===== src/rtl/o_coef_seq_upd.sv =====
// o_coef_seq_upd: lane-shared sequential rescale coefficient c = exp(m_old-m_new)*l_old/l_new per tile row
module o_coef_seq_upd #(
  parameter int D_W    = 8,
  parameter int TIL    = 16,
  parameter int LANES  = 4,
  parameter int C_FRAC = 5,
  parameter int E_FRAC = 6,
  parameter int QB     = C_FRAC + 2
) (
  input  logic             I_CLK,
  input  logic             I_RST_N,
  input  logic             I_START,
  input  logic             I_FIRST,
  input  logic [2*D_W-1:0] I_LI_OLD [TIL],
  input  logic [D_W-1:0]   I_MI_OLD [TIL],
  input  logic [2*D_W-1:0] I_LI_NEW [TIL],
  input  logic [D_W-1:0]   I_MI_NEW [TIL],
  output logic             O_BUSY,
  output logic             O_VLD,
  output logic [D_W-1:0]   O_COEFFICIENT [TIL]
);
  localparam int G  = TIL / LANES;
  localparam int GW = G > 1 ? $clog2(G) : 1;
  localparam int CW = QB > 1 ? $clog2(QB) : 1;
  localparam int IW = TIL > 1 ? $clog2(TIL) : 1;
  localparam int RW = 2 * D_W + QB;
  localparam int PW = D_W + QB;

  typedef enum logic [2:0] {IDLE, CLEAR, DIV, MUL, DONE} state_t;

  state_t           state_q;
  logic [GW-1:0]    grp_q;
  logic [CW-1:0]    cnt_q;
  logic             busy_q, vld_q;
  logic [2*D_W-1:0] li_old_q [TIL];
  logic [2*D_W-1:0] li_new_q [TIL];
  logic [D_W-1:0]   mi_old_q [TIL];
  logic [D_W-1:0]   mi_new_q [TIL];
  logic [D_W-1:0]   coef_q [TIL];
  logic [RW-1:0]    rem_q [LANES];
  logic [QB-1:0]    quo_q [LANES];
  logic [RW-1:0]    rem_d [LANES];
  logic             bit_d [LANES];
  logic [D_W-1:0]   coef_d [LANES];

  // round(2^E_FRAC * exp(x)) for integer x <= 0, via a 16-bit fixed-point table of exp(-k)
  function automatic logic [D_W-1:0] exp_x(input logic signed [D_W-1:0] x);
    int c;
    case (-int'(x))
      0:  c = 65536;
      1:  c = 24109;
      2:  c = 8869;
      3:  c = 3263;
      4:  c = 1200;
      5:  c = 442;
      6:  c = 162;
      7:  c = 60;
      8:  c = 22;
      9:  c = 8;
      10: c = 3;
      11: c = 1;
      default: c = 0;
    endcase
    return D_W'(((2 ** E_FRAC) * c + 32768) >> 16);
  endfunction

  for (genvar l = 0; l < LANES; l++) begin : g_lane
    logic [IW-1:0]         idx;
    logic [RW-1:0]         num, sh;
    logic                  ovf;
    logic [QB-1:0]         q;
    logic [D_W:0]          diff;
    logic signed [D_W-1:0] d;
    logic [D_W-1:0]        e;
    logic [PW-1:0]         p, r;
    assign idx = IW'(int'(grp_q) * LANES + l);
    assign num = RW'({li_old_q[idx], C_FRAC'(0)});
    assign sh = RW'(li_new_q[idx]) << cnt_q;
    assign rem_d[l] = rem_q[l] >= sh ? rem_q[l] - sh : rem_q[l];
    assign bit_d[l] = rem_q[l] >= sh;
    assign ovf = li_new_q[idx] == '0 || num >= (RW'(li_new_q[idx]) << QB);
    assign q = ovf ? '1 : quo_q[l];
    assign diff = {mi_old_q[idx][D_W-1], mi_old_q[idx]} - {mi_new_q[idx][D_W-1], mi_new_q[idx]};
    // non-negative differences clamp to 0; below the signed range saturate to the minimum
    assign d = !diff[D_W] ? '0 : !diff[D_W-1] ? {1'b1, {(D_W-1){1'b0}}} : diff[D_W-1:0];
    assign e = exp_x(d);
    assign p = PW'(e) * PW'(q);
    assign r = (p + PW'(2 ** (E_FRAC - 1))) >> E_FRAC;
    assign coef_d[l] = r > PW'(2 ** (D_W - 1) - 1) ? D_W'(2 ** (D_W - 1) - 1) : r[D_W-1:0];
  end

  always_ff @(posedge I_CLK or negedge I_RST_N)
    if (!I_RST_N) begin
      state_q <= IDLE;
      grp_q <= '0;
      cnt_q <= '0;
      busy_q <= 1'b0;
      vld_q <= 1'b0;
      for (int i = 0; i < TIL; i++) begin
        li_old_q[i] <= '0;
        li_new_q[i] <= '0;
        mi_old_q[i] <= '0;
        mi_new_q[i] <= '0;
        coef_q[i] <= '0;
      end
      for (int l = 0; l < LANES; l++) begin
        rem_q[l] <= '0;
        quo_q[l] <= '0;
      end
    end else begin
      vld_q <= 1'b0;
      case (state_q)
        IDLE: if (I_START) begin
          state_q <= I_FIRST ? CLEAR : DIV;
          busy_q <= 1'b1;
          grp_q <= '0;
          cnt_q <= CW'(QB - 1);
          for (int i = 0; i < TIL; i++) begin
            li_old_q[i] <= I_LI_OLD[i];
            li_new_q[i] <= I_LI_NEW[i];
            mi_old_q[i] <= I_MI_OLD[i];
            mi_new_q[i] <= I_MI_NEW[i];
          end
          for (int l = 0; l < LANES; l++) begin
            rem_q[l] <= RW'({I_LI_OLD[l], C_FRAC'(0)});
            quo_q[l] <= '0;
          end
        end
        DIV: begin
          for (int l = 0; l < LANES; l++) begin
            rem_q[l] <= rem_d[l];
            quo_q[l] <= {quo_q[l][QB-2:0], bit_d[l]};
          end
          cnt_q <= cnt_q - 1'b1;
          if (cnt_q == '0) state_q <= MUL;
        end
        MUL: begin
          for (int l = 0; l < LANES; l++) begin
            coef_q[IW'(int'(grp_q) * LANES + l)] <= coef_d[l];
            rem_q[l] <= RW'({li_old_q[IW'((int'(grp_q) + 1) * LANES + l)], C_FRAC'(0)});
            quo_q[l] <= '0;
          end
          if (grp_q == GW'(G - 1)) begin
            state_q <= DONE;
            vld_q <= 1'b1;
          end else begin
            state_q <= DIV;
            grp_q <= grp_q + 1'b1;
            cnt_q <= CW'(QB - 1);
          end
        end
        CLEAR: begin
          for (int i = 0; i < TIL; i++) coef_q[i] <= '0;
          state_q <= DONE;
          vld_q <= 1'b1;
        end
        DONE: begin
          state_q <= IDLE;
          busy_q <= 1'b0;
        end
        default: state_q <= IDLE;
      endcase
    end

  assign O_BUSY = busy_q;
  assign O_VLD = vld_q;
  assign O_COEFFICIENT = coef_q;
endmodule


===== config.mk =====
export PLATFORM = sky130hd
export DESIGN_NAME = o_coef_seq_upd
export DESIGN_NICKNAME = d
export VERILOG_FILES = /design/src/rtl/o_coef_seq_upd.sv
export SDC_FILE = /design/constraint.sdc
export NUM_CORES = 2
export LEC_CHECK = 0
export BUFFER_PORTS_ARGS = -buffer_cell sky130_fd_sc_hd__buf_2
export CAP_MARGIN = 20
export CORE_AREA = 2 2 347 349
export DETAILED_ROUTE_END_ITERATION = 10
export DIE_AREA = 0 0 349 351
export PLACE_DENSITY_LB_ADDON = 0.08
export SLEW_MARGIN = 20
export SYNTH_ARGS = -nofsm -noshare
export SYNTH_HDL_FRONTEND = slang
export SYNTH_SLANG_ARGS = --single-unit

===== constraint.sdc =====
create_clock -name I_CLK -period 19.6 [get_ports I_CLK]
set_clock_uncertainty 0.05 [all_clocks]
set_input_delay 1.96 -clock I_CLK [delete_from_list [all_inputs] [get_ports I_CLK]]
set_output_delay 1.96 -clock I_CLK [all_outputs]
set_load 0.03 [all_outputs]

### Word level (Yosys, flattened, before mapping)

Memory sizes are Yosys's and may differ from the RTL's.
Index checks and enable logic that the tools add are counted.

| operators by class | value |
|---|---|
| $add $sub $neg | 29 |
| $mul | 4 |
| div/mod/pow operators | 0 |
| magnitude comparators | 28 |
| equal/unequal tests | 12 |
| shifts and indexed selects | 4 |
| muxes and demuxes | 116 |
| bitwise gates (word level) | 12 |
| reductions and logical operators | 32 |

Operator list:

| cell | count |
|---|---|
| $bmux 16 s4 | 12 |
| $bwmux 128 | 4 |
| $mux 16 | 24 |
| $pmux 92 s3 | 1 |
| $bmux 8 s4 | 8 |
| $pmux 128 s2 | 1 |
| $mux 8 | 28 |
| $demux 8 s4 | 4 |
| $neg 8->32 | 4 |
| $logic_not 28->1 | 4 |
| $add 24x17->24 const B | 4 |
| $ge 21x23->1 | 4 |
| $ge 23x23->1 | 4 |
| $mux 23 | 4 |
| $mux 92 | 1 |
| $shl 16x3->23 | 4 |
| $sub 23x23->23 | 4 |
| $pmux 28 s3 | 1 |
| $mux 18 | 4 |
| $logic_not 16->1 | 4 |
| $add 15x6->15 const B | 4 |
| $mul 8x7->15 | 4 |
| $mux 7 | 8 |
| $ge 4x5->1 const B | 8 |
| 31 further kinds | 89 |

| storage, ports and cells | value |
|---|---|
| flip-flop bits (word level) | 1026 |
| bits in latches | 0 |
| memory bits (writable) | 0 |
| ROM bits | 960 |
| input port bits | 772 |
| output and inout bits | 130 |
| word-level logic and storage cells | 334 |
| memories | 4 |

Memories:

| memory | depth | bits a word | rd ports | clocked after Yosys merged registers in | wr ports | RTL line | RTL |
|---|---|---|---|---|---|---|---|
| (no name shown) | 16 | 15 | 1 | 0 | 0 | 49 | `case (-int'(x))` |
| (no name shown) | 16 | 15 | 1 | 0 | 0 | 49 |  |
| (no name shown) | 16 | 15 | 1 | 0 | 0 | 49 |  |
| (no name shown) | 16 | 15 | 1 | 0 | 0 | 49 |  |

### Depth between registers and ports, before layout

| logic depth | value |
|---|---|
| depth in word-level cells | 20 |
| depth in mapped cells | 47 |
| mapped depth without buffers | 40 |

### Worst setup path before layout

Ideal clock, no wire load.

| timing | value |
|---|---|
| kind | register -> register |
| from | register grp_q[0] |
| to | register coef_q, in the netlist O_COEFFICIENT[100] |
| library setup time | 0.132 ns |
| arrival time | 11.383 ns |
| slack | 8.035 ns |
| cell stages (with the launch flop) | 46 |
| path buffers | 8 |
| period minus slack after synthesis | 11.565 ns |
| path through | dfrtp_1 > buf_4 > buf_4 > buf_4 > buf_2 > buf_1 > clkbuf_1 > buf_1 > mux4_2 > ha_1 > fa_1 > nor2b_1 > o21ai_0 > a21boi_0 > o211ai_1 > a31o_2 > inv_1 > ha_1 > [... 10 more ...] > o21ai_0 > fa_1 > inv_1 > fa_1 > fa_1 > inv_1 > fa_1 > inv_1 > ha_1 > a21o_1 > a21o_1 > nand3_1 > nand2_1 > a311o_1 > a21oi_1 > mux2_2 > a21oi_1 > o21ai_0 |

| between the ends | value |
|---|---|
| word-level cells in the longest chain between the ends | 20 |
| elaborated cells between the ends (all ways) | 148 |

RTL lines:

| item | RTL line | RTL |
|---|---|---|
| start: declaration | 32 | `logic [GW-1:0] grp_q;` |
| start signal: assignment | 148 | `grp_q <= grp_q + 1'b1;` |
| $add 4x1->4 / $not 4->5 (equally long branches) | -- |  |
| $not 4->5 (not written as such) / $bmux 8 s4 (equally long branches) | 77, 81, 83 |  |
| $bmux 8 s4 / $mux 8 (equally long branches) | 83 | `assign diff = {mi_old_q[idx][D_W-1], mi_old_q[idx]} - {mi_new_q[idx][D_W-1], mi_new_q[idx]};` |
| $mux 8 (not written as such) | 83 |  |
| $mux 8 (not written as such) / $sub 8x8->9 (equally long branches) | 83 |  |
| $sub 8x8->9 / $mux 7 (equally long branches) | 83, 85 |  |
| $mux 7 / $mux 8 (equally long branches) | 85 | `assign d = !diff[D_W] ? '0 : !diff[D_W-1] ? {1'b1, {(D_W-1){1'b0}}} : diff[D_W-1:0];` |
| $mux 8 / $neg 8->32 (equally long branches) | 85, 49 |  |
| [... 3 more ...] | -- |  |
| $add 24x17->24 / $mul 8x7->15 (equally long branches) | 64, 87 |  |
| $mul 8x7->15 / $add 15x6->15 (equally long branches) | 87, 88 |  |
| $add 15x6->15 / $gt 9x7->1 (equally long branches) | 88, 89 |  |
| $gt 9x7->1 / $mux 8 (equally long branches) | 89 | `assign coef_d[l] = r > PW'(2 ** (D_W - 1) - 1) ? D_W'(2 ** (D_W - 1) - 1) : r[D_W-1:0];` |
| $mux 8 / $bwmux 128 (equally long branches) | 89, 139 |  |
| $bwmux 128 (2 in a row) | 139 | `coef_q[IW'(int'(grp_q) * LANES + l)] <= coef_d[l];` |
| $bwmux 128 * | 139 |  |
| $pmux 128 s2 * | 112 | `case (state_q)` |
| end signal: indexed assignment | 139 |  |
| end: declaration | 39 | `logic [D_W-1:0] coef_q [TIL];` |

Every way passes the cells marked *; elsewhere a longest branch is shown, timed or not. The select of a mux whose other input is x is not followed.
A chain may end at the register's enable or synchronous reset.

### Worst setup path after layout

| timing | value |
|---|---|
| from | register grp_q[0] |
| to | register coef_q, in the netlist O_COEFFICIENT[68] |

The elaborated chain is that of the path after synthesis.

==> flow_results.org <==
** Status
- Outcome :: complete, no violations

** Routing
- After the first detailed-routing iteration, the DRC count stood at 3866.
- Detailed routing inserted a total of between 40000 and 50000 vias.
- In this run the remaining antenna-violating nets after routing total 0.
- After detailed routing, the total wire length is approximately 200000 um.
- WL/cell :: roughly 25 um
- The pre-antenna-repair detailed-routing pass consisted of 6 iterations.
- DRC viols :: 0
- Detail-routed via count per cell :: 5.965

** Floorplan
- Top-Level Pins :: 902
- From bottom edge to top edge, the die measures 351 um.
- The total area inside the core boundary comes to 0.1190 mm2.
- The die covers 0.1225 mm2.
- For this configuration, the core starts out at a cell density of 0.5152.
- Placement Rows :: 127
- The floorplan step set the die width to 349 um.

** Cells and area
- In the final layout, the multi-input gates occupy around 0.034 mm2.
- Most used cells in the layout excluding fill and tap cells :: dfrtp_1, buf_2, mux2_2, nand2_1, ha_1
- Compared with the post-synthesis result, the final layout area differs by 16.72%.
- Fraction of final layout cells sized beyond drive strength 1 :: 0.3705
- Leaving out fill and tap cells, the most frequent cell in the layout is dfrtp_1.
- Fillers :: 10017
- Summing all flip-flop and latch instances after layout gives 0.02569 mm2.
- The net count of the finished layout is about 7300.

** GRT
- Via count of the first global-routing pass :: 46220
- Global routing finished with a remaining overflow of 0.
- Across every metal layer, demand over resource in global routing totals 0.3208.
- Pin count of the biggest net entering global routing :: 185
- The first global-routing pass estimated 295300 um of wire.
- The number of antenna violations at the first check in global routing was 114.

** Timing
- For this run, the top clock speed supported by timing is 80.68 MHz.
- Setup violations remaining at the end of the flow were counted as 0.
- The worst pin sits at a relative slew slack of 0.2267.
- Number of hold violations in the final report :: 0
- In the final timing run, aggregate negative setup slack is 0 ps.
- Post-layout min period :: 12390 ps
- Final slew viol count :: 0
- For the pin with the worst max-slew slack, the measured transition is 1160 ps.
- Worst slack on hold paths :: 422.2 ps
- RSZ-0062 raised after global routing :: no
- Final cycle utilization of the critical path :: 0.6324

** Worst hold path
- Worst hold-check path type :: flip-flop to flip-flop
- The worst hold path terminates at O_COEFFICIENT[81]$_DFFE_PN0P_.
- Cell depth of the worst hold path :: 2
- In this run the most critical hold path is launched from O_COEFFICIENT[81]$_DFFE_PN0P_.

** Logic synthesis
- In the synthesized netlist the async set-or-reset flop fraction comes to 1.000.
- The Yosys step of the flow raised 0 warnings.
- The most used flip-flop cell after synthesis is dfrtp_1.
- Post-synthesis compound-gate area fraction :: 0.09423
- Area share of fa/ha/maj cells after synthesis :: 0.1083
- Sequential cell area fraction in the yosys report :: 0.4187
- Synthesis handed over a netlist of 5200 instances.
- In this run, synthesis inferred 0 flip-flops with an integrated enable.
- After synthesis, the largest family of logic cells by area is multiplexers.
- Fraction of synthesized area in multiplexers :: 0.2481
- Of the total synthesized cell area, the portion taken by AND, OR, NAND and NOR gates is 0.08024.
- Of the total synthesized cell area, the portion taken by XOR and XNOR cells is 0.01428.
- Synthesized area per cell :: 11.79 um2
- After synthesis the cells add up to 0.06132 mm2.
- Post-synthesis register bit count :: about 1000
- The netlist uses 90 different library cells.

** Setup path
- Arrival time reported for the critical path endpoint :: roughly 13000 ps
- The worst register-to-register path has a setup slack of 7210 ps.
- Highest-delay cell along the critical path :: dfrtp_4
- Endpoint kind of the worst setup timing path :: flip-flop
- Launching point of the worst reg2reg path :: grp_q[0]$_DFFE_PN0P_
- Worst Path Required :: 20120 ps
- Reg2Reg Depth :: 38
- Maximum cell stage delay along the critical path :: 980 ps
- Along the worst path, the maximum fanout reaches 42.
- The worst setup path is launched from a flip-flop.
- Reg2reg end :: O_COEFFICIENT[68]$_DFFE_PN0P_
- The cell that appears most often on the critical path is fa_1.
- Type of the worst setup path :: flip-flop to flip-flop

** CTS
- In this run, CTS created clock tree buffers numbering about 110.
- Clock tree from TritonCTS :: built
- Clock transition at the registers of the reported paths :: roughly 60 ps
- Hold_buf cts :: 0
- Clock Tree Root :: clkbuf_16
- Post-CTS repair changed the size of 0 cells.
- Number of buffers on the longest clock path :: 3
- For this design, the sink count on the clock tree is ~1000.
- For the worst-skew pair, the clock arrives at the later sink with an insertion delay of roughly 780 ps.
- Number of setup buffers added after CTS :: 0
- Number of H-tree branching levels :: 3

** Placement
- Input and output buffers added on the ports amount to 901.
- HPWL after DPL :: 151600 um
- Routability-driven placement finished with a final weighted congestion of 0.9175.

** Job
- Max-cap viol count :: 0
-- synthesized netlist by cell type (all sizes together), types with 18 or more instances --
master,n,area [um2]
a21o,60,450.4
mux2i,64,640.6
a21oi,158,790.8
nor2,279,1047
ha,358,4479
o211ai,28,215.2
dfrtp,1026,25670
nor3,54,270.3
and2,33,216.5
and3,20,125.1
buf,54,254.0
clkbuf,209,785.8
a22oi,46,345.3
a31oi,42,262.8
nor2b,52,325.3
nor4,28,175.2
nand2b,29,181.4
mux4,250,5630
nand4,29,181.4
o21a,32,240.2
nand2,380,1426
fa,108,2162
xor2,43,376.6
inv,308,1156
or2,39,244.0
or3,26,162.7
a222oi,24,240.2
xnor2,57,499.2
o21ai,250,1251
mux2,794,8941
a22o,40,350.3
nand3,51,255.2
a211oi,18,140.1
-- sequential cells by signal, summed over array words and instances, names as in the netlist --
name / flops
li_new_q: 256
li_old_q: 256
O_COEFFICIENT: 128
mi_new_q: 128
mi_old_q: 128
rem_q: 92
quo_q: 28
cnt_q: 3
state_q: 3
grp_q: 2
O_BUSY: 1
O_VLD: 1
-- through the flow --
| step | instances | cell area, um2 | setup slack [ps] | utilization |
|---|---|---|---|---|
| global route | 7750 | 71520 | 6357 | 0.6009 |
| detailed placement | 7499 | 67530 | 7156 | 0.5674 |
| CTS | 7706 | 71380 | 7102 | 0.5997 |
| finish | 7770 | 71570 | 7205 | 0.6013 |
| global placement | 7499 | 67530 | 7417 | 0.5674 |
| floorplan | 5254 | 61520 | 8035 | - |
-- critical path, delay by kind of cell, from the launching register on --
kind	cells	cell delay (ps)
compound gates	13	3560
fa+ha+maj	9	3300
simple gates	8	1650
mux	2	1080
buf+inv	5	1010
flops	1	980
xor+xnor	1	510
-- worst max path at each step --
stage / startpoint / endpoint / slack (ps) / cells after the start
after floorplan: grp_q[0]$_DFFE_PN0P_ / O_COEFFICIENT[100]$_DFFE_PN0P_ / 8040 / 45
after global placement: grp_q[0]$_DFFE_PN0P_ / O_COEFFICIENT[100]$_DFFE_PN0P_ / 7420 / 38
after detailed placement: grp_q[0]$_DFFE_PN0P_ / O_COEFFICIENT[68]$_DFFE_PN0P_ / 7160 / 38
after CTS: grp_q[0]$_DFFE_PN0P_ / O_COEFFICIENT[68]$_DFFE_PN0P_ / 7100 / 38
after global routing: grp_q[0]$_DFFE_PN0P_ / O_COEFFICIENT[4]$_DFFE_PN0P_ / 6360 / 38
final: grp_q[0]$_DFFE_PN0P_ / O_COEFFICIENT[68]$_DFFE_PN0P_ / 7210 / 38
-- layer usage --
| layer | global-route usage | wire (um) |
|---|---|---|
| met1 | 0.4343 | 83590 |
| met2 | 0.5061 | 92880 |
| met3 | 0.07858 | 14330 |
| met4 | 0.1107 | 6818 |
| met5 | 0 | 437 |
-- logic make-up (layout without fill, tap and decap cells) --
kind of cell,after synthesis,in the layout
mux,1108,1108
buf+inv,574,1479
flops,1026,1026
simple gates,1058,1058
xor+xnor,100,100
other cells,2,119
fa+ha+maj,466,466
compound gates,866,866
-- cell type report --
type	count	share of cell area
clock buffers	160	0.04518
flip-flops and latches	1026	0.3589
clock inverters	47	0.008532
diodes	63	0.002203
inverters	311	0.01631
multi-input cells	3654	0.4715
repair buffers	961	0.07030
well taps	1548	0.02706
Power is not shown: default switching activity piles up to over one toggle a cycle in this logic, so the estimate is an artifact.
